`src/rtl/pfb_coef_loader_pkg.sv`:
```
// Shared PFB definitions: default coefficient-memory geometry and the
// coefficient loader state encoding.
package pfb_coef_loader_pkg;

  localparam int PFB_NUM_TAPS = 80;
  localparam int PFB_ADDR_W   = 7;
  localparam int PFB_DATA_W   = 25;

  typedef enum logic [1:0] {
    ST_IDLE  = 2'd0,
    ST_LOAD  = 2'd1,
    ST_ZFILL = 2'd2,
    ST_DRAIN = 2'd3
  } loader_state_e;

endpackage

```
`src/rtl/pfb_coef_loader.sv`:
```
// Streams one frame of NUM_TAPS coefficient words into the coefficient memory
// write port, zero-filling short frames and discarding the tail of long ones.
module pfb_coef_loader
  import pfb_coef_loader_pkg::*;
#(
  parameter int NUM_TAPS = PFB_NUM_TAPS,
  parameter int ADDR_W   = PFB_ADDR_W,
  parameter int DATA_W   = PFB_DATA_W
) (
  input  logic              clk,
  input  logic              sync_reset_n,
  input  logic              s_axis_tvalid,
  input  logic [DATA_W-1:0] s_axis_tdata,
  input  logic              s_axis_tlast,
  output logic              s_axis_tready,
  output logic              wea,
  output logic [ADDR_W-1:0] addra,
  output logic [DATA_W-1:0] dia,
  output logic              load_active,
  output logic              load_done,
  output logic              err_short,
  output logic              err_long,
  output loader_state_e     state_dbg
);

  localparam logic [ADDR_W-1:0] LAST_IDX = ADDR_W'(NUM_TAPS - 1);

  // Handshake: a word moves when s_axis_tvalid and s_axis_tready are both high
  // at a rising edge; tready is registered and depends only on loader state.
  loader_state_e     state_q, state_n;
  logic [ADDR_W-1:0] cnt_q, cnt_n;
  logic              wea_n, done_n, err_short_n, err_long_n, active_n, tready_n;
  logic [ADDR_W-1:0] addra_n;
  logic [DATA_W-1:0] dia_n;
  logic              xfer;

  assign xfer      = s_axis_tvalid && s_axis_tready;
  assign state_dbg = state_q;

  always_comb begin
    state_n     = state_q;
    cnt_n       = cnt_q;
    wea_n       = 1'b0;
    addra_n     = addra;
    dia_n       = dia;
    done_n      = 1'b0;
    err_short_n = err_short;
    err_long_n  = err_long;
    case (state_q)
      // The counter sits at 0 in IDLE, so the first word of a frame takes
      // exactly the same path as any later word.
      ST_IDLE, ST_LOAD: begin
        if (xfer) begin
          wea_n   = 1'b1;
          addra_n = cnt_q;
          dia_n   = s_axis_tdata;
          if (state_q == ST_IDLE) begin
            err_short_n = 1'b0;
            err_long_n  = 1'b0;
          end
          if (cnt_q == LAST_IDX) begin
            cnt_n = '0;
            if (s_axis_tlast) begin
              done_n  = 1'b1;
              state_n = ST_IDLE;
            end else begin
              err_long_n = 1'b1;
              state_n    = ST_DRAIN;
            end
          end else begin
            cnt_n = cnt_q + 1'b1;
            if (s_axis_tlast) begin
              err_short_n = 1'b1;
              state_n     = ST_ZFILL;
            end else begin
              state_n = ST_LOAD;
            end
          end
        end
      end
      ST_ZFILL: begin
        wea_n   = 1'b1;
        addra_n = cnt_q;
        dia_n   = '0;
        if (cnt_q == LAST_IDX) begin
          cnt_n   = '0;
          state_n = ST_IDLE;
        end else begin
          cnt_n = cnt_q + 1'b1;
        end
      end
      ST_DRAIN: begin
        if (xfer && s_axis_tlast) state_n = ST_IDLE;
      end
      default: begin
        cnt_n   = '0;
        state_n = ST_IDLE;
      end
    endcase
    // Any write landing while the next state is IDLE is the final write of a frame.
    active_n = (state_n != ST_IDLE) || wea_n;
    tready_n = (state_n != ST_ZFILL);
  end

  always_ff @(posedge clk) begin
    if (!sync_reset_n) begin
      state_q       <= ST_IDLE;
      cnt_q         <= '0;
      wea           <= 1'b0;
      addra         <= '0;
      dia           <= '0;
      load_done     <= 1'b0;
      err_short     <= 1'b0;
      err_long      <= 1'b0;
      load_active   <= 1'b0;
      s_axis_tready <= 1'b0;
    end else begin
      state_q       <= state_n;
      cnt_q         <= cnt_n;
      wea           <= wea_n;
      addra         <= addra_n;
      dia           <= dia_n;
      load_done     <= done_n;
      err_short     <= err_short_n;
      err_long      <= err_long_n;
      load_active   <= active_n;
      s_axis_tready <= tready_n;
    end
  end

endmodule

```
`config.mk`:
```
export PLATFORM = sky130hd
export DESIGN_NAME = pfb_coef_loader
export DESIGN_NICKNAME = d
export VERILOG_FILES = /design/src/rtl/pfb_coef_loader_pkg.sv /design/src/rtl/pfb_coef_loader.sv
export SDC_FILE = /design/constraint.sdc
export NUM_CORES = 1
export LEC_CHECK = 0
export ABC_AREA = 0
export CAP_MARGIN = 20
export CORE_ASPECT_RATIO = 0.9
export CORE_UTILIZATION = 30
export DETAILED_ROUTE_END_ITERATION = 16
export SETUP_SLACK_MARGIN = 0.4
export SKIP_LAST_GASP = 1
export SLEW_MARGIN = 20
export SYNTH_ARGS = -nofsm -noshare
export SYNTH_HDL_FRONTEND = slang
export SYNTH_SLANG_ARGS = --single-unit
```
`constraint.sdc`:
```
create_clock -name clk -period 4 [get_ports clk]
set_clock_uncertainty 0.1 [all_clocks]
set_input_delay 0.8 -clock clk [delete_from_list [all_inputs] [get_ports clk]]
set_output_delay 0.8 -clock clk [all_outputs]
set_load 0.005 [all_outputs]
```
==> impl_metrics.xml <==
<?xml version="1.0" encoding="UTF-8"?>
<metrics>
  <group name="timing">
    <metric name="timing_worst_slew_pin_value" unit="ns">0.795</metric>
    <metric name="timing.final.crit_share" unit="%">63.9</metric>
    <metric name="rsz_0062_raised_after_global_routing" unit="">no</metric>
    <metric name="setup_total_negative_slack" unit="ns">0</metric>
    <metric name="max_slew_margin" unit="%">46.9</metric>
    <metric name="drv_slew" unit="">0</metric>
    <metric name="final_period_minus_worst_setup_slack" unit="ns">2.56</metric>
    <metric name="setup-violations-final" unit="">0</metric>
    <metric name="final_hold_viol_count" unit="">0</metric>
    <metric name="max_freq" unit="GHz">0.391</metric>
  </group>
  <group name="detailed_routing">
    <metric name="vias" unit="">1597</metric>
    <metric name="wire_per_inst" unit="um">13.0</metric>
    <metric name="drc_errors_left" unit="">0</metric>
    <metric name="detail_route.first_pass.iterations" unit="">4</metric>
    <metric name="postRouteWirelength" unit="mm">4.26</metric>
    <metric name="detail_route.iter0.violations" unit="">85</metric>
    <metric name="via_per_inst" unit="">4.87</metric>
    <metric name="antenna_violating_nets_post_route" unit="">0</metric>
  </group>
  <group name="worst_setup_path">
    <metric name="critPathTopFamily" unit="">simple AND/OR/NAND/NOR gates</metric>
    <metric name="crit_slowest_cell" unit="">sky130_fd_sc_hd__nor2_2</metric>
    <metric name="critical_path_class" unit="">in -&gt; reg</metric>
    <metric name="startpoint_kind_of_the_worst_setup_timing_path" unit="">input pin</metric>
    <metric name="cp.required" unit="ns">4.13</metric>
    <metric name="timing.critical_path.buf_inv" unit="">2</metric>
    <metric name="cp_data_arrival_time" unit="ns">2.68</metric>
    <metric name="path_max_fanout" unit="">20</metric>
    <metric name="slowest_delay" unit="ns">0.60</metric>
    <metric name="endpoint_kind" unit="">register</metric>
    <metric name="critical_path.cell_chain" unit="">clkdlybuf4s50_1, and3b_1, nor2_2, buf_4, a22oi_1, nor2_1</metric>
  </group>
  <group name="synthesis">
    <metric name="post_synth_instance_area" unit="um^2">1750</metric>
    <metric name="dominantRegCellSynth" unit="">sky130_fd_sc_hd__dfxtp_1</metric>
    <metric name="yosys_warnings" unit="">0</metric>
    <metric name="count_of_flip_flops_with_a_built_in_enable_after_synthesis" unit="">0</metric>
    <metric name="postSynthNetCount" unit="">223</metric>
    <metric name="synth_area_leader_cell" unit="">sky130_fd_sc_hd__dfxtp_1</metric>
    <metric name="synth_top_area_share" unit="%">53.8</metric>
    <metric name="synth_top_family_by_area" unit="">compound AO/OA/AOI/OAI gates</metric>
    <metric name="post_synthesis_compound_gate_area_fraction" unit="%">20.3</metric>
    <metric name="post_synth_and_or_nand_nor_area_fraction" unit="%">19.7</metric>
    <metric name="avgSynthCellArea" unit="um^2">9.06</metric>
    <metric name="post_synth_num_cell_types" unit="">33</metric>
    <metric name="synth.area.mux_share" unit="%">0.644</metric>
    <metric name="netlist_instances" unit="">193</metric>
    <metric name="ys_top_cells_by_area" unit="">sky130_fd_sc_hd__dfxtp_1, sky130_fd_sc_hd__a22oi_1, sky130_fd_sc_hd__nor2_1</metric>
    <metric name="post_synth_xor_area_fraction" unit="%">1.00</metric>
    <metric name="ffs_latches_synth" unit="">47</metric>
    <metric name="yosys.cell_count.top_type" unit="">sky130_fd_sc_hd__dfxtp_1</metric>
    <metric name="synthTopCellsByCount" unit="">sky130_fd_sc_hd__dfxtp_1, sky130_fd_sc_hd__nor2_1, sky130_fd_sc_hd__a22oi_1, sky130_fd_sc_hd__nand2_1, sky130_fd_sc_hd__a21oi_1</metric>
    <metric name="synth_seq_area_share" unit="%">53.8</metric>
    <metric name="synth_adder_area_share" unit="%">0.715</metric>
    <metric name="asyncSetResetFlopFracSynth" unit="%">0</metric>
  </group>
  <group name="grt">
    <metric name="number_of_antenna_violations_at_the_first_check_in_global_routing" unit="">0</metric>
    <metric name="globalRoute.totalOverflow" unit="">0</metric>
    <metric name="grt_pass1_vias" unit="">1425</metric>
    <metric name="grt_max_degree" unit="">47</metric>
    <metric name="grt_pass1_wl" unit="mm">6.72</metric>
    <metric name="grt_util_all_layers" unit="%">14.5</metric>
  </group>
  <group name="power_and_ir_drop">
    <metric name="ir_worst_vdd" unit="V">0.000160</metric>
    <metric name="power.static_leakage" unit="nW">0.901</metric>
    <metric name="total_power" unit="uW">909</metric>
    <metric name="pwr_density_cell" unit="nW/um^2">356</metric>
  </group>
  <group name="run_status">
    <metric name="run_status" unit="">finished clean</metric>
  </group>
  <group name="die">
    <metric name="design.portCount" unit="">69</metric>
    <metric name="die_wd" unit="um">82.5</metric>
    <metric name="design.die.area" unit="um^2">6140</metric>
    <metric name="effective_utilization_at_floorplan" unit="%">30.9</metric>
    <metric name="fp.coreArea" unit="um^2">5660</metric>
    <metric name="die-height" unit="um">74.4</metric>
    <metric name="rows" unit="">26</metric>
  </group>
  <group name="cts">
    <metric name="clk_latency" unit="ns">0.29</metric>
    <metric name="clk_pin_slew" unit="ns">0.08</metric>
    <metric name="tritoncts.num_buffers" unit="">5</metric>
    <metric name="clock_tree.buffer_depth" unit="">2</metric>
    <metric name="post_cts.repair.setup_buffers" unit="">0</metric>
    <metric name="tritoncts" unit="">done</metric>
    <metric name="postCtsResizedCells" unit="">0</metric>
    <metric name="post_cts_hold_buffers" unit="">0</metric>
    <metric name="clock_sink_count" unit="">47</metric>
    <metric name="cts-htree-levels" unit="">2</metric>
    <metric name="cts.root.buffer_cell" unit="">sky130_fd_sc_hd__clkbuf_8</metric>
  </group>
  <group name="final_layout">
    <metric name="final_net_count" unit="">287</metric>
    <metric name="antenna_cells" unit="">0</metric>
    <metric name="synth_to_layout_area_growth" unit="%">45.9</metric>
    <metric name="drive_above_1_share" unit="%">5.81</metric>
    <metric name="fillerInstances" unit="">586</metric>
  </group>
  <group name="place">
    <metric name="gp_congestion" unit="">0.724</metric>
    <metric name="dpl.hpwl" unit="mm">2.75</metric>
    <metric name="buffer_ports.inserted" unit="">68</metric>
  </group>
  <group name="worst_hold_path">
    <metric name="hold_path_class" unit="">reg -&gt; reg</metric>
  </group>
  <group name="job">
    <metric name="number_of_max_capacitance_violations_reported" unit="">0</metric>
  </group>
</metrics>
area by class of cell:
type	count	area, um^2	share of cell area, %
Tap cell	70	87.6	3.43
Clock inverter	1	5.00	0.196
Inverter	1	3.75	0.147
Multi-Input combinational cell	132	743	29.1
Sequential cell	47	941	36.9
Clock buffer	7	76.3	2.99
Timing Repair Buffer	70	696	27.3
worst paths after layout:
kind | from | to | slack (ns) | cells past startpoint
max reg2reg | state_dbg[0]$_SDFF_PN0_ | dia[17]$_SDFFE_PN0P_ | 1.84 | 5
min | addra[4]$_SDFFE_PN0P_ | addra[4]$_SDFFE_PN0P_ | 0.35 | 2
max | s_axis_tvalid | dia[17]$_SDFFE_PN0P_ | 1.44 | 6
min reg2reg | addra[4]$_SDFFE_PN0P_ | addra[4]$_SDFFE_PN0P_ | 0.35 | 2
report_power, final:
group	total, mW	internal [mW]	switching [mW]
clock	0.271	0.123	0.149
sequential	0.501	0.487	0.0136
combinational	0.137	0.0769	0.0599
total	0.909	0.687	0.222
state kept, by name, summed over array words and instances (netlist names), 2 cells and up:
| signal | cells |
|---|---|
| addra | 7 |
| dia | 25 |
| state_dbg | 2 |
| cnt_q | 7 |
routing by layer:
| metal | track usage [%] | part of all wire (%) | vias up |
|---|---|---|---|
| li1 | - | - | 804 |
| met1 | 18.9 | 49 | 734 |
| met2 | 22.3 | 43 | 53 |
| met3 | 5.40 | 6.3 | 6 |
| met4 | 4.60 | 1.2 | 0 |
| met5 | 0 | 0 | - |
placed cells by master (no fill, tap or decap), types with 2 or more instances in the layout:
cell	count
sky130_fd_sc_hd__a21oi_1	13
sky130_fd_sc_hd__a22oi_1	25
sky130_fd_sc_hd__and2b_1	2
sky130_fd_sc_hd__and3_1	2
sky130_fd_sc_hd__buf_4	2
sky130_fd_sc_hd__clkbuf_1	2
sky130_fd_sc_hd__clkbuf_8	5
sky130_fd_sc_hd__clkdlybuf4s50_1	68
sky130_fd_sc_hd__dfxtp_1	47
sky130_fd_sc_hd__nand2_1	21
sky130_fd_sc_hd__nand3_1	3
sky130_fd_sc_hd__nand3b_1	2
sky130_fd_sc_hd__nor2_1	33
sky130_fd_sc_hd__nor3_1	2
sky130_fd_sc_hd__o21ai_0	8
sky130_fd_sc_hd__or4_1	3
cell families (layout without fill, tap and decap cells):
kind of cell | count (synthesis) | count (layout)
multiplexers | 1 | 1
buffers and inverters | 14 | 79
AO/OA/AOI/OAI | 53 | 53
AND/OR/NAND/NOR | 75 | 75
flip-flops | 47 | 47
XOR/XNOR | 2 | 2
adder cells (fa/ha/maj) | 1 | 1
worst reg2reg max path: stages (launching register included):
cell and delay [ns]:
sky130_fd_sc_hd__dfxtp_1 0.47, sky130_fd_sc_hd__and2b_1 0.29, sky130_fd_sc_hd__nor2_2 0.64, sky130_fd_sc_hd__buf_4 0.37, sky130_fd_sc_hd__a22oi_1 0.10, sky130_fd_sc_hd__nor2_1 0.11
metrics by stage:
step,util [%],cells,hold WS (ns),setup WS (ns),area (um^2)
2_1_floorplan,-,193,0.348,2.09,1750
5_1_grt,45.1,328,0.384,1.29,2550
3_5_place_dp,43.7,320,0.345,1.13,2470
4_1_cts,45.1,328,0.355,1.43,2550
6_report,45.1,328,0.351,1.44,2550
3_3_place_gp,43.7,320,0.347,1.15,2470
Power figures use the tool's default switching activity.
